## src/rtl/detector_event_builder.sv

```systemverilog
// Event framer between SERDES capture and the event arbiter: bridges one-cycle gaps,
// captures a fine start time, sums per-channel energy and rejects pile-up.
//
// state  | meaning
// IDLE   | no event open; waits for activity while enable is high
// ACTIVE | event open; energy accumulates, start time captured once
// DRAIN  | pile-up aborted the event; waits for the channels to go quiet
module detector_event_builder #(
    parameter int NT        = 2,
    parameter int NE        = 8,
    parameter int S         = 8,
    parameter int EW        = 12,
    parameter int CW        = 17,
    parameter int DATA_BITS = 12 + NE*EW + CW + $clog2(S)
) (
    input  logic                  clk,
    input  logic                  rst,
    input  logic [5:0]            block_id,
    input  logic [(NT+NE)*S-1:0]  samples,
    input  logic [CW-1:0]         counter,
    input  logic                  period_done,
    input  logic                  enable,
    input  logic [7:0]            max_len,
    input  logic                  data_ready,
    output logic                  data_valid,
    output logic [DATA_BITS-1:0]  data_out,
    output logic                  stall,
    output logic [47:0]           nsingles,
    output logic [31:0]           npileup,
    output logic [31:0]           ndropped
);

    localparam int FW  = $clog2(S);
    localparam int PCW = $clog2(S + 1);

    typedef enum logic [1:0] {IDLE, ACTIVE, DRAIN} state_t;

    state_t state, state_nx;

    logic [S-1:0]       t_or;
    logic               t_rise;
    logic               ea, ta, hit, hit_q, act;
    logic [NE-1:0]      e_nz;
    logic [PCW-1:0]     pc [NE];
    logic [NT*S-1:0]    t_prev;
    logic [EW-1:0]      e_sum [NE];
    logic [NE*EW-1:0]   e_flat;
    logic [NE-1:0]      seen;
    logic               tcap, stall_arm;
    logic [CW+FW-1:0]   start_time;
    logic [7:0]         len;
    logic               open_ev, close_ev, timeout;
    logic               ev_valid, ack, load, drop, capture;
    logic               stall_set, stall_kill;

    function automatic logic [PCW-1:0] popcount(input logic [S-1:0] w);
        logic [PCW-1:0] c;
        c = '0;
        for (int b = 0; b < S; b++) c = c + PCW'(w[b]);
        return c;
    endfunction

    function automatic logic [EW-1:0] sat_add(input logic [EW-1:0] a, input logic [PCW-1:0] p);
        logic [EW:0] s;
        s = {1'b0, a} + (EW+1)'(p);
        return s[EW] ? '1 : s[EW-1:0];
    endfunction

    function automatic logic [FW-1:0] low_idx(input logic [S-1:0] w);
        logic [FW-1:0] r;
        r = '0;
        for (int b = S - 1; b >= 0; b--) if (w[b]) r = FW'(b);
        return r;
    endfunction

    // A timing channel qualifies for capture only on a bit that was low in its previous word.
    always_comb begin
        t_or   = '0;
        t_rise = 1'b0;
        for (int c = 0; c < NT; c++) begin
            t_or   = t_or | samples[c*S +: S];
            t_rise = t_rise | (|(samples[c*S +: S] & ~t_prev[c*S +: S]));
        end
    end

    always_comb begin
        e_nz   = '0;
        e_flat = '0;
        for (int i = 0; i < NE; i++) begin
            e_nz[i]             = |samples[(NT+i)*S +: S];
            pc[i]               = popcount(samples[(NT+i)*S +: S]);
            e_flat[i*EW +: EW]  = e_sum[i];
        end
    end

    assign ea  = |e_nz;
    assign ta  = |t_or;
    assign hit = ea | ta;
    assign act = hit | hit_q;

    always_ff @(posedge clk or negedge rst) begin
        if (!rst) state <= IDLE;
        else      state <= state_nx;
    end

    always_comb begin
        state_nx = state;
        open_ev  = 1'b0;
        close_ev = 1'b0;
        timeout  = 1'b0;
        case (state)
            IDLE: begin
                if (act && enable) begin
                    state_nx = ACTIVE;
                    open_ev  = 1'b1;
                end
            end
            ACTIVE: begin
                if (!act) begin
                    state_nx = IDLE;
                    close_ev = 1'b1;
                end else if ((max_len != 8'd0) && (len == max_len)) begin
                    state_nx = DRAIN;
                    timeout  = 1'b1;
                end
            end
            DRAIN: begin
                if (!act) state_nx = IDLE;
            end
            default: state_nx = IDLE;
        endcase
    end

    assign capture    = (open_ev || (state == ACTIVE && !tcap)) && t_rise;
    assign ev_valid   = close_ev && tcap && (&seen);
    assign ack        = data_valid && data_ready;
    assign load       = ev_valid && (!data_valid || data_ready);
    assign drop       = ev_valid && !load;
    assign stall_set  = period_done && (state == ACTIVE) && tcap && (&seen);
    // Only the event that raised stall may withdraw it when it fails to produce a word.
    assign stall_kill = (stall_arm || stall_set) && (timeout || (close_ev && !ev_valid));

    always_ff @(posedge clk or negedge rst) begin
        if (!rst) begin
            hit_q      <= 1'b0;
            t_prev     <= '0;
            seen       <= '0;
            len        <= '0;
            tcap       <= 1'b0;
            stall_arm  <= 1'b0;
            start_time <= '0;
            for (int i = 0; i < NE; i++) e_sum[i] <= '0;
        end else begin
            hit_q  <= hit;
            t_prev <= samples[NT*S-1:0];
            if (open_ev) begin
                for (int i = 0; i < NE; i++) e_sum[i] <= sat_add('0, pc[i]);
                seen      <= e_nz;
                len       <= 8'd1;
                tcap      <= 1'b0;
                stall_arm <= 1'b0;
            end else if (state == ACTIVE) begin
                for (int i = 0; i < NE; i++) e_sum[i] <= sat_add(e_sum[i], pc[i]);
                seen <= seen | e_nz;
                if (len != 8'hFF) len <= len + 8'd1;
            end
            if (capture) begin
                tcap       <= 1'b1;
                start_time <= {counter, low_idx(t_or)};
            end
            if (stall_set) stall_arm <= 1'b1;
        end
    end

    always_ff @(posedge clk or negedge rst) begin
        if (!rst) begin
            data_valid <= 1'b0;
            data_out   <= '0;
            stall      <= 1'b0;
            nsingles   <= '0;
            npileup    <= '0;
            ndropped   <= '0;
        end else begin
            if (load) begin
                data_valid <= 1'b1;
                data_out   <= {5'b11111, 1'b1, block_id, e_flat, start_time};
                nsingles   <= nsingles + 48'd1;
            end else if (ack) begin
                data_valid <= 1'b0;
            end
            if (drop)    ndropped <= ndropped + 32'd1;
            if (timeout) npileup  <= npileup + 32'd1;
            if (stall_kill)     stall <= 1'b0;
            else if (stall_set) stall <= 1'b1;
            else if (ack)       stall <= 1'b0;
        end
    end

endmodule

```

## config.mk

```make
export PLATFORM = sky130hd
export DESIGN_NAME = detector_event_builder
export DESIGN_NICKNAME = d
export VERILOG_FILES = /design/src/rtl/detector_event_builder.sv
export SDC_FILE = /design/constraint.sdc
export NUM_CORES = 1
export LEC_CHECK = 0
export ABC_CLOCK_PERIOD_IN_PS = 3400
export BUFFER_PORTS_ARGS = -buffer_cell sky130_fd_sc_hd__clkbuf_2
export CAP_MARGIN = 0
export CORE_MARGIN = 2
export CORE_UTILIZATION = 40
export CTS_CLUSTER_DIAMETER = 40
export DETAILED_ROUTE_END_ITERATION = 10
export PLACE_DENSITY = 0.7
export SYNTH_ARGS = -nofsm -noshare
export SYNTH_HDL_FRONTEND = slang
export SYNTH_SLANG_ARGS = --single-unit
export TNS_END_PERCENT = 30
```

## constraint.sdc

```tcl
create_clock -name clk -period 3.4 [get_ports clk]
set_input_delay 0.68 -clock clk [delete_from_list [all_inputs] [get_ports clk]]
set_output_delay 0.68 -clock clk [all_outputs]
set_load 0.01 [all_outputs]
```

==> impl_metrics.yaml <==
die:
  io_pins: 358
  chipWidth_um: 229
  die_area_um2: 52300
  fp-row-count: 82
  coreArea_um2: 50000
  fp.dieH_um: 229
  start_util_pct: 40.4
finish:
  drive_gt1_share_pct: 33.7
  area_growth_syn_to_layout_pct: 35.9
  multi_input_area_um2: 10100
  fillers: 4258
  final_util_pct: 54.9
  regArea_um2: 9760
  fin_nets: 2887
logic_synthesis:
  synth_top_area_cell: "dfrtp_1"
  synth_fp_nets: 2353
  synth-edff-count: 0
  synth_most_common_cell: "nand2_1"
  synth_cell_types: 63
  yosys_warnings: 0
  synthFlopType: "dfrtp_1"
  seq_area_frac_synth_pct: 48.4
  avgSynthCellArea_um2: 9.48
  synthCells: 2129
  ys_seq_elements: 390
  synth_top_area_share_pct: 48.4
  netlist_area_um2: 20200
  synth.area.top_cells: "dfrtp_1, nand2_1, ha_1, fa_1, inv_1"
  yosys-top-cells-count: "nand2_1, dfrtp_1, inv_1"
  async_reset_ff_share_pct: 100
cts:
  clock_tree.buffer_depth: 3
  clkSlewWorstSetupHoldPaths_ns: 0.05
  cts_buffers: 68
  htreeDepth: 3
  clock_sinks: 390
  cts_tree: "built"
  ctsHoldBuffers: 0
  clk_latency_ns: 0.60
  root_buffer: "clkbuf_16"
critical_path:
  r2r_cells: 7
  max_stage_delay_ns: 0.51
  cp-start-kind: "primary input"
  path_class: "primary input to register"
  crit_start: "samples[35]"
  crit_chain: "clkbuf_16 > inv_8 > fa_1 > fa_1 > fa_1 > inv_1 > ha_2 > inv_2 > fa_2 > buf_6 > fa_2 > nor2b_2 > o21ai_2 > a211oi_2 > nand2_1 > or2_4 > a21oi_2 > a221o_1"
  endpoint_kind: "register"
  critPathMaxFanout: 7
  rr_endpoint: "npileup[28]$_DFFE_PN0P_"
  r2r_setup_slack_ns: 0.57
  cp.required_ns: 3.93
  crit_top_cell: "fa_1"
  slowest_stage: "fa_1"
  critPathCapture: "e_flat[27]$_DFFE_PN0P_"
  arrival_ns: 4.70
  timing.rr.start: "len[0]$_DFFE_PN0P_"
power_and_ir_drop:
  peakVddDrop_v: 0.000573
  switchingPower_mw: 5.81
  power.density_nw_per_um2: 666
  p_leak_nw: 14.1
  p_int_mw: 12.5
  p_comb_share_pct: 30.3
  swShare_pct: 31.8
  p_clk_share_pct: 38.1
  p_seq_share_pct: 31.6
status:
  status: "complete, but fails checks"
  failed_checks: "negative setup slack"
global_routing:
  met2_usage_pct: 36.6
  grt_usage_pct: 22.2
  top_usage_layer: "met2"
  grt_util_met3_pct: 5.35
  grt_overflow: 0
  grt_max_degree: 81
  grt_first_pass_wirelength_um: 93600
  grt_pass1_vias: 18100
  antenna_found_initial: 1
  use_met1_pct: 27.7
sta:
  fin_ws_ns: -0.764
  clock_skew_ns: 0.0171
  fin_hold_ws_ns: 0.113
  relSlewSlack_pct: 16.9
  setup_tns_ns: -54.66
  worst_pin_slew_ns: 1.24
  setup_viol: 96
  post-route-period-util_pct: 122
  finalCriticalPeriod_ns: 4.16
  hold_viol: 0
  rsz0062_at_grt: "true"
  fmax_mhz: 240
  drv_slew: 0
routing:
  wl_per_cell_um: 17.1
  viasPerCell: 5.22
  drtIter0Drc: 1117
  drc_errors: 0
  firstDrtPassIters: 5
  vias: 17700
  wirelength_um: 58100
  ant_nets: 0
placed_design:
  dpl.hpwl_um: 40800
  gp_congestion: 0.886
  port_buffers: 357
min_path:
  min_path_type: "primary input to async pin"
job:
  maxCapViolations: 0
-- worst min path at each step --
| stage | startpoint | cells past startpoint | slack [ns] | end |
|---|---|---|---|---|
| after global routing | rst | 1 | 0.14 | data_out[120]$_DFFE_PN0P_ |
| after detailed placement | data_out[110]$_DFFE_PN0P_ | 2 | 0.45 | data_out[110]$_DFFE_PN0P_ |
| after CTS | rst | 1 | 0.10 | data_out[120]$_DFFE_PN0P_ |
| final | rst | 1 | 0.11 | data_out[120]$_DFFE_PN0P_ |
| after floorplan | rst | 0 | 0.38 | data_out[0]$_DFFE_PN0P_ |
| after global placement | start_time[17]$_DFFE_PN0P_ | 2 | 0.45 | data_out[17]$_DFFE_PN0P_ |
-- cell usage in the layout (no fill, tap or decap), types with 33 or more instances in the layout --
cell type  netlist  final
a21oi_1         83     48
a21oi_2          0     33
a22o_1          35     35
buf_4            6    171
clkbuf_16        0     70
clkbuf_2         0    345
dfrtp_1        390    390
ha_1            68     53
inv_1          200    172
nand2_1        474    474
nand3_1         46     45
nand4_1         47     47
nor2_1          90     82
nor3_1          51     51
o21ai_0        103     53
xnor2_1         68     60
xor2_1          77     76
-- power groups by stage --
stage / clock [mW] / sequential, mW / combinational, mW
CTS: 7.11 / 5.71 / 5.14
floorplan: 0 / 5.62 / 3.35
global route: 7.32 / 5.83 / 6.17
detailed placement: 0 / 5.77 / 4.80
finish: 6.96 / 5.77 / 5.54
global placement: 0 / 5.75 / 4.54
-- metal layers --
metal  part of all wire, %  wire [um]
met1                    42      24400
met4                   3.8       2220
met2                    48      27900
met5                     0          0
met3                   6.2       3630
-- worst max-delay path, delay by kind of cell --
family	cells	cell delay (ns)
buf+inv	5	0.37
compound gates	4	0.55
simple gates	3	0.55
fa+ha+maj	6	2.53
-- layout make-up --
type	count	area share, %
well taps	672	3.07
flip-flops and latches	390	35.6
clock inverters	39	1.72
diodes	1	0.00913
clock buffers	83	6.78
inverters	200	2.96
repair buffers	549	12.9
multi-input cells	1454	36.9
-- kinds of logic after synthesis --
group,count (synthesis),synth area share (%)
AOI/OAI and AO/OA,350,11.2
and+or+nand+nor,828,19.1
DFF,390,48.4
xor gates and xnor gates,145,6.29
adders and majority gates,108,8.18
buffers and inverters,285,5.53
muxes,23,1.28
-- sequential cells by signal, summed over array words and instances (netlist names), 2 cells and up --
signal      cells
len             8
t_prev         16
state           2
start_time     20
ndropped       32
e_flat         96
data_out      123
seen            8
npileup        32
nsingles       48
-- stage by stage --
| stage | cell area, um^2 | total power [mW] | instances | setup slack [ns] |
|---|---|---|---|---|
| final | 27400 | 18.3 | 3388 | -0.764 |
| after global routing | 27400 | 19.3 | 3388 | -0.907 |
| after CTS | 27000 | 18.0 | 3383 | -0.762 |
| after detailed placement | 24200 | 10.6 | 3237 | -1.47 |
| after global placement | 24200 | 10.3 | 3237 | -1.42 |
| after floorplan | 20500 | 8.97 | 2129 | -1.09 |
-- what timing repair did --
item	4_1_cts	5_1_grt
resized for setup	71	118
setup buffers	25	7
setup endpoints to repair	96	96
gates cloned	0	0
pin swaps	87	71
Power figures use the tool's default switching activity.
